$ cat config.mk
export PLATFORM = sky130hd
export DESIGN_NAME = bridge_rx
export DESIGN_NICKNAME = d
export VERILOG_FILES = /design/src/rtl/bridge_rx_pkg.sv /design/src/rtl/bridge_rx.sv
export SDC_FILE = /design/constraint.sdc
export NUM_CORES = 1
export LEC_CHECK = 0
export CAP_MARGIN = 20
export CORE_MARGIN = 2
export CORE_UTILIZATION = 58
export DETAILED_ROUTE_END_ITERATION = 7
export PLACE_DENSITY = 0.95
export SLEW_MARGIN = 30
export SYNTH_ARGS = -nofsm -noshare
export SYNTH_HDL_FRONTEND = slang
export SYNTH_SLANG_ARGS = --single-unit
$ cat constraint.sdc
create_clock -name clk -period 6.4 [get_ports clk]
set_input_delay 1.28 -clock clk [delete_from_list [all_inputs] [get_ports clk]]
set_output_delay 1.28 -clock clk [all_outputs]
set_load 0.02 [all_outputs]
$ cat src/rtl/bridge_rx_pkg.sv
// Shared definitions for the UART-to-bus bridge: FSM states, ASCII codes and hex decode.
package bridge_rx_pkg;

  localparam int unsigned ADDR_W = 16;
  localparam int unsigned DATA_W = 16;
  localparam int unsigned NIB_W  = 4;
  localparam int unsigned BYTE_W = 8;

  typedef enum logic [1:0] {
    ST_IDLE = 2'd0,
    ST_ADDR = 2'd1,
    ST_DATA = 2'd2,
    ST_TERM = 2'd3
  } state_e;

  localparam logic [BYTE_W-1:0] ASCII_R  = 8'h52;
  localparam logic [BYTE_W-1:0] ASCII_W  = 8'h57;
  localparam logic [BYTE_W-1:0] ASCII_CR = 8'h0D;
  localparam logic [BYTE_W-1:0] ASCII_LF = 8'h0A;

  typedef struct packed {
    logic             valid;
    logic [NIB_W-1:0] nib;
  } hex_t;

  // Decode one ASCII hex character (0-9, A-F, a-f) into a nibble.
  function automatic hex_t hex_decode(input logic [BYTE_W-1:0] c);
    hex_t r;
    r.valid = 1'b1;
    r.nib   = '0;
    if (c >= 8'h30 && c <= 8'h39) begin
      r.nib = NIB_W'(c - 8'h30);
    end else if (c >= 8'h41 && c <= 8'h46) begin
      r.nib = NIB_W'(c - 8'h37);
    end else if (c >= 8'h61 && c <= 8'h66) begin
      r.nib = NIB_W'(c - 8'h57);
    end else begin
      r.valid = 1'b0;
    end
    return r;
  endfunction

endpackage

$ cat src/rtl/bridge_rx.sv
// ASCII command parser: turns "Raaaa<term>" / "Waaaadddd<term>" byte streams into bus requests.
module bridge_rx
  import bridge_rx_pkg::*;
(
  input  logic              clk,
  input  logic              rst,
  input  logic [BYTE_W-1:0] data_i,
  input  logic              valid_i,
  output logic [ADDR_W-1:0] addr_o,
  output logic [DATA_W-1:0] wdata_o,
  output logic              rw_o,
  output logic              valid_o
);

  state_e            state_q, state_d;
  logic [1:0]        cnt_q, cnt_d;
  logic              rw_q, rw_d;
  logic [ADDR_W-1:0] ash_q, ash_d;
  logic [DATA_W-1:0] dsh_q, dsh_d;
  logic [ADDR_W-1:0] addr_q, addr_d;
  logic [DATA_W-1:0] wdata_q, wdata_d;
  logic              rwo_q, rwo_d;
  logic              valid_q, valid_d;

  hex_t hex_c;
  logic is_cmd_c;
  logic is_term_c;

  assign hex_c     = hex_decode(data_i);
  assign is_cmd_c  = (data_i == ASCII_R) || (data_i == ASCII_W);
  assign is_term_c = (data_i == ASCII_CR) || (data_i == ASCII_LF);

  always_ff @(posedge clk) begin
    if (rst) begin
      state_q <= ST_IDLE;
      cnt_q   <= '0;
      rw_q    <= 1'b0;
      ash_q   <= '0;
      dsh_q   <= '0;
      addr_q  <= '0;
      wdata_q <= '0;
      rwo_q   <= 1'b0;
      valid_q <= 1'b0;
    end else begin
      state_q <= state_d;
      cnt_q   <= cnt_d;
      rw_q    <= rw_d;
      ash_q   <= ash_d;
      dsh_q   <= dsh_d;
      addr_q  <= addr_d;
      wdata_q <= wdata_d;
      rwo_q   <= rwo_d;
      valid_q <= valid_d;
    end
  end

  // Next-state: a command letter restarts from any state; anything unexpected drops to IDLE.
  always_comb begin
    state_d = state_q;
    cnt_d   = cnt_q;
    rw_d    = rw_q;
    ash_d   = ash_q;
    dsh_d   = dsh_q;
    addr_d  = addr_q;
    wdata_d = wdata_q;
    rwo_d   = rwo_q;
    valid_d = 1'b0;

    if (valid_i) begin
      if (is_cmd_c) begin
        state_d = ST_ADDR;
        rw_d    = (data_i == ASCII_W);
        cnt_d   = '0;
      end else begin
        unique case (state_q)
          ST_IDLE: begin
            state_d = ST_IDLE;
          end
          ST_ADDR: begin
            if (hex_c.valid) begin
              ash_d = {ash_q[ADDR_W-NIB_W-1:0], hex_c.nib};
              cnt_d = cnt_q + 2'd1;
              if (cnt_q == 2'd3) begin
                state_d = rw_q ? ST_DATA : ST_TERM;
              end
            end else begin
              state_d = ST_IDLE;
              cnt_d   = '0;
            end
          end
          ST_DATA: begin
            if (hex_c.valid) begin
              dsh_d = {dsh_q[DATA_W-NIB_W-1:0], hex_c.nib};
              cnt_d = cnt_q + 2'd1;
              if (cnt_q == 2'd3) begin
                state_d = ST_TERM;
              end
            end else begin
              state_d = ST_IDLE;
              cnt_d   = '0;
            end
          end
          ST_TERM: begin
            state_d = ST_IDLE;
            cnt_d   = '0;
            if (is_term_c) begin
              valid_d = 1'b1;
              addr_d  = ash_q;
              wdata_d = rw_q ? dsh_q : '0;
              rwo_d   = rw_q;
            end
          end
          default: begin
            state_d = ST_IDLE;
            cnt_d   = '0;
          end
        endcase
      end
    end
  end

  assign addr_o  = addr_q;
  assign wdata_o = wdata_q;
  assign rw_o    = rwo_q;
  assign valid_o = valid_q;

endmodule

### Word level (Yosys, flattened, before mapping)

Index checks and enable logic that the tools add are counted.

| storage, ports and cells | value |
|---|---|
| flip-flop bits (word level) | 71 |
| input port bits | 11 |
| word-level logic and storage cells | 66 |
| output and inout bits | 34 |

| operators by class | value |
|---|---|
| reductions and logical operators | 16 |
| add/sub/neg operators | 4 |
| bitwise operators | 3 |
| $lt $le $gt $ge | 6 |
| muxes and demuxes | 18 |
| equality and inequality tests | 10 |

Operators with widths:

| operator | count |
|---|---|
| 8-bit by 4-bit == test with 1-bit output, second input constant | 2 |
| 8-bit by 7-bit == test with 1-bit output, second input constant | 2 |
| 8-bit by 7-bit greater-or-equal comparator with 1-bit output, second input constant | 2 |
| 8-bit by 7-bit less-or-equal comparator with 1-bit output, second input constant | 2 |
| 16-bit 2-to-1 mux | 1 |
| 2-bit 2-to-1 mux | 7 |
| 4-bit 2-to-1 mux | 3 |
| 4-bit AND reduction | 3 |
| 8-bit by 6-bit greater-or-equal comparator with 1-bit output, second input constant | 1 |
| 8-bit by 6-bit less-or-equal comparator with 1-bit output, second input constant | 1 |
| 4-bit inequality test, second input constant | 2 |
| 4-bit by 3-bit subtractor with 4-bit output, second input constant | 2 |
| 2-bit == test, second input constant | 3 |
| 2-bit case mux with 3 select lines | 1 |
| 1-bit 2-to-1 mux | 5 |
| 2-bit case mux with 2 select lines | 1 |
| 2-bit AND reduction | 2 |
| 2-bit OR reduction | 2 |
| 4-bit OR reduction | 1 |
| 4-bit by 1-bit subtractor with 4-bit output, second input constant | 1 |
| 1-bit logical AND | 3 |
| 1-bit inverter | 3 |
| 3-bit AND reduction | 1 |
| 3-bit nonzero test | 1 |
| other kinds (4) | 5 |

### Depth between registers and ports, before layout

| logic depth | value |
|---|---|
| depth after elaboration | 8 |
| gate-level depth with buffers | 9 |
| gate-level depth less buffers | 7 |

### Worst setup path before layout

No wires, ideal clock.

| timing path | value |
|---|---|
| kind | in2reg |
| start | in data_i[0] |
| end | reg ash_q[10] |
| stages on the path | 9 |
| arrival time | 2.881 ns |
| path slack | 3.391 ns |
| data required time | 6.272 ns |
| cell sequence | inv_1 > ha_1 > inv_1 > o311a_1 > o2111ai_1 > buf_2 > buf_2 > mux2i_1 > nor2_1 |

| on the way | value |
|---|---|
| cells in the longest elaborated chain, start to end | 6 |
| elaborated cells on any way between the ends | 17 |

Ends and longest elaborated chain:

| what | RTL line | RTL |
|---|---|---|
| start: declaration | bridge_rx.sv:7 | `input logic [BYTE_W-1:0] data_i,` |
| 8-bit by 7-bit greater-or-equal comparator with 1-bit output or 8-bit by 7-bit less-or-equal comparator with 1-bit output (tied branches) | bridge_rx_pkg.sv:35 | `end else if (c >= 8'h61 && c <= 8'h66) begin` |
| 1-bit logical AND | bridge_rx_pkg.sv:35 |  |
| 1-bit 2-to-1 mux | bridge_rx_pkg.sv:35 |  |
| 1-bit 2-to-1 mux | bridge_rx_pkg.sv:33 | `end else if (c >= 8'h41 && c <= 8'h46) begin` |
| 1-bit 2-to-1 mux | bridge_rx_pkg.sv:31 | `if (c >= 8'h30 && c <= 8'h39) begin` |
| 4-bit AND reduction (no line) (*) | -- |  |
| end signal: assignment | bridge_rx.sv:48 | `ash_q <= ash_d;` |
| end: declaration | bridge_rx.sv:18 | `logic [ADDR_W-1:0] ash_q, ash_d;` |

Every way passes the cells marked *; elsewhere a longest branch is shown, timed or not.
A chain may end at the register's enable or synchronous reset.

### Worst setup path in the final report

| timing path | value |
|---|---|
| start | in data_i[1] |
| end | reg addr_q[11] (netlist: addr_o[11]) |

| on the way | value |
|---|---|
| cells in the longest elaborated chain, start to end | 4 |
| elaborated cells on any way between the ends | 8 |

Ends and longest elaborated chain:

| what | RTL line | RTL |
|---|---|---|
| 8-bit by 7-bit == test with 1-bit output | bridge_rx.sv:30 | `assign is_cmd_c = (data_i == ASCII_R) \|\| (data_i == ASCII_W);` |
| 1-bit logical OR | bridge_rx.sv:30 |  |
| 1-bit inverter (no line) | -- |  |
| 4-bit AND reduction (no line) (*) | -- |  |
| end signal: assignment | bridge_rx.sv:50 | `addr_q <= addr_d;` |
| end: declaration | bridge_rx.sv:20 | `logic [ADDR_W-1:0] addr_q, addr_d;` |

Marked as above.

==> run summary <==
Dividing total power by cell area gives a power density of 235 nW/um^2. Counting flops with a built-in enable in the synthesized netlist gives 0. The cell with the largest stage delay on the worst path is or4_4. The busiest metal layer after global routing is met2. The worst setup path is of the in2reg kind. The H-tree generated during clock tree synthesis spans 3 levels. Once the clock tree was built, the resizer swapped 0 gates to a different size. The multi-input combinational cells in the finished layout cover a total of 1470 sq um.

CTS buffer count: 9. The top cell type's share of synthesized area is 0.470, and the number of flip-flops and latches in the synthesized netlist is 71. The starting utilization of the core area was 0.596; the reported leakage power was 0.00145 uW. The slew at the pin closest to its max-slew limit works out to 0.722 ns. The signal on the critical path passes through clkdlybuf4s50_1 > inv_1 > ha_1 > mux2i_1 > or4_4 > nor4_4 > buf_4 > mux2i_1 > nor2_1. The logs give 0 for the count of final setup violators and 2221 for the via count of the first global-routing pass. The count of cell types in the netlist is 42. Timing would allow up to 285 MHz. After clock tree synthesis, the clock-pin slew on the worst setup and hold paths is 0.07 ns. The final critical-path share of the clock period works out to 0.548. Among all flip-flop cells after synthesis, the most frequent one is dfxtp_1. The residual DRC count is 0. After detailed routing, the total wire length is 6.11 mm. After synthesis, the cell types taking the most area are dfxtp_1 47%, mux2i_1 14%, nor2_1 5.7%.

The floorplan step set the die height to 76.2 um. TritonCTS built the clock tree. For the initial antenna violation count, the log shows 0. Worst stage delay on the critical path: 0.50 ns. The critical path's most frequent cell is mux2i_1. The clock reaches the later pin of the worst-skew pair after 0.34 ns. The number of nets at the end of the flow is 369. The async set-or-reset flop fraction in the synthesized netlist came out at 0. The worst setup path is launched from a primary input.

In this run the standard cell core region covers 5070 sq um. The run finished with clean final reports. The number of nets in the synthesized netlist is 333. The tightest slew margin relative to the limit is 0.519.

The tools report the floorplan row count as 26. The library cell occupying the most area in the post-synthesis netlist was dfxtp_1. For the final database, setup skew stands at 0.00606 ns. Using the TritonRoute via totals, the vias-per-cell ratio works out to 5.49.

The final critical delay including setup and external delays is 3.51 ns, and the total via count in the routed design is 2321. The tools report the global-route wire length before repair as 10.3 mm. 45 I/O pins were placed.

For the met2 usage, the log shows 0.381. The run gives 0.220 as the global routing usage summed across all routing layers. Setup total negative slack on the finished layout was measured at 0 ns. The number of warnings printed during yosys synthesis is 0, and the summed instance area of the synthesized netlist is 3020 sq um. The logs give 3.71 ns for the data arrival time of the worst path and 0.470 for the share of synthesized area occupied by flip-flops and latches. For the total clock sinks, the log shows 71.

Worst voltage drop across the vdd grid: 0.142 mV. The proportion of layout cells with a drive suffix above 1 came out at 0.0822. The area taken by flip-flops and latches is 1420 sq um. The count of inserted antenna diode cells was 0. The remaining antenna violation count after routing was 0. The number of search-and-repair iterations in the first detailed-routing pass is 4, and the largest driver fanout on the critical path is 50. Counting every instance in the synthesized netlist gives 313. Number of failing hold endpoints at the final stage: 0. After legalization and detailed placement, the total HPWL measured 3.93 mm.

For the required time at the endpoint of the critical path, the log shows 6.61 ns. The clock passes through at most 2 buffers. Setup repair after global routing left no endpoint under its margin.

The worst hold path class was reg2reg. The run gives 0 as the number of pins with negative max-slew slack in the final report. Routability-driven placement finished with a final weighted congestion of 0.870. After clock tree synthesis, the flow added hold-fix buffers numbering 0. Post-synthesis to final-layout area growth: 21.8%. The number of fill cells was 403. Global routing finished with a remaining overflow of 0. The met1 track utilization from global routing was 0.255; the DRC violation total after the first TritonRoute iteration was 106. Met3 routing resource usage after global routing: 0.0628. The root buffer cell was clkbuf_8. For the maximum number of pins on one net before global-route repair, the log shows 78. Ranked by instance count, the synthesized netlist is headed by 71 x dfxtp_1, 46 x nor2_1, 43 x mux2i_1.

Dividing the detail-routed wire length by the instance count gives 14.4 um. Most frequent cell after synthesis: dfxtp_1. The die is 76.2 um wide. The floorplan step defined a die boundary enclosing 5810 sq um. The synthesized area divided by synthesized cell count is 9.66 sq um.

The tool flagged a number of max-cap violations equal to 0. The post-CTS setup buffer count was 0. The category of the worst setup path capture point is a flop.

Overall power consumption after layout is estimated at 864 uW. The count of port buffers added during placement works out to 44.
-- per-layer routing --
layer  wire, um  vias to the layer above
met4         96                        0
li1           -                     1157
met1       2650                     1097
met5          0                        -
met2       3120                       57
met3        249                       10
-- kinds of logic (layout without fill, tap and decap cells) --
logic type / after synthesis / after routing / share of synthesized area
buffers and inverters: 33 / 73 / 0.0563
muxes: 46 / 46 / 0.153
DFF: 71 / 71 / 0.470
adders and majority gates: 9 / 9 / 0.0372
and+or+nand+nor: 106 / 106 / 0.184
AOI/OAI and AO/OA: 48 / 48 / 0.0989
-- report_power, final --
group / internal (uW) / total (uW) / switching, uW
combinational: 14.9 / 38.1 / 23.2
sequential: 443 / 444 / 1.19
clock: 227 / 382 / 156
-- area by class of cell --
cell class,instances,area share
repair buffers,46,0.122
flip-flops and latches,71,0.386
inverters,12,0.0122
multi-input cells,209,0.398
well taps,70,0.0238
clock buffers,11,0.0384
clock inverters,4,0.0190
-- path summary, 6_finish.rpt --
check	depth (start not counted)	endpoint	startpoint	slack [ns]
max	9	addr_o[11]$_SDFFE_PP0P_	data_i[1]	2.89
min	2	wdata_o[15]$_SDFFE_PP0P_	wdata_o[15]$_SDFFE_PP0P_	0.47
max reg2reg	7	addr_o[11]$_SDFFE_PP0P_	state_q[0]$_SDFFE_PP0P_	4.05
min reg2reg	2	wdata_o[15]$_SDFFE_PP0P_	wdata_o[15]$_SDFFE_PP0P_	0.47
-- per-stage QoR --
step / setup slack, ns / util / hold slack (ns) / instances / cell area [sq um]
global placement: 2.49 / 0.680 / 0.455 / 408 / 3450
CTS: 2.75 / 0.721 / 0.471 / 423 / 3660
floorplan: 3.39 / - / 0.443 / 313 / 3020
detailed placement: 2.38 / 0.680 / 0.460 / 408 / 3450
global route: 2.69 / 0.726 / 0.498 / 423 / 3680
finish: 2.89 / 0.726 / 0.468 / 423 / 3680
-- state kept, by name (all words and copies together) (netlist names) --
name and count:
rw_q 1, valid_o 1, wdata_o 16, state_q 2
rw_o 1, dsh_q 16, addr_o 16, ash_q 16
cnt_q 2
-- layout by cell type, fill, tap and decap left out, types with 2 or more instances in the layout --
cell type / synthesis / final
nand3_1: 18 / 18
nor2b_1: 5 / 5
inv_1: 12 / 12
bufinv_16: 0 / 2
clkinv_2: 0 / 2
nand2_1: 2 / 2
clkdlybuf4s50_1: 0 / 43
o21bai_1: 2 / 2
mux2i_1: 43 / 43
dfxtp_1: 71 / 71
o21ai_0: 9 / 9
o2111ai_4: 0 / 2
mux2_2: 3 / 3
ha_1: 9 / 9
a31oi_1: 3 / 3
nand3b_1: 6 / 6
nand2b_1: 17 / 17
clkbuf_8: 0 / 10
or2_2: 2 / 2
nor2_1: 46 / 46
buf_4: 1 / 2
a21oi_1: 21 / 21
-- worst max-delay path: cells and delay by family --
| family | cells | cell delay (ns) |
|---|---|---|
| buf+inv | 3 | 1.09 |
| simple gates | 3 | 0.69 |
| mux | 2 | 0.37 |
| fa+ha+maj | 1 | 0.25 |
Power figures use the tool's default switching activity.
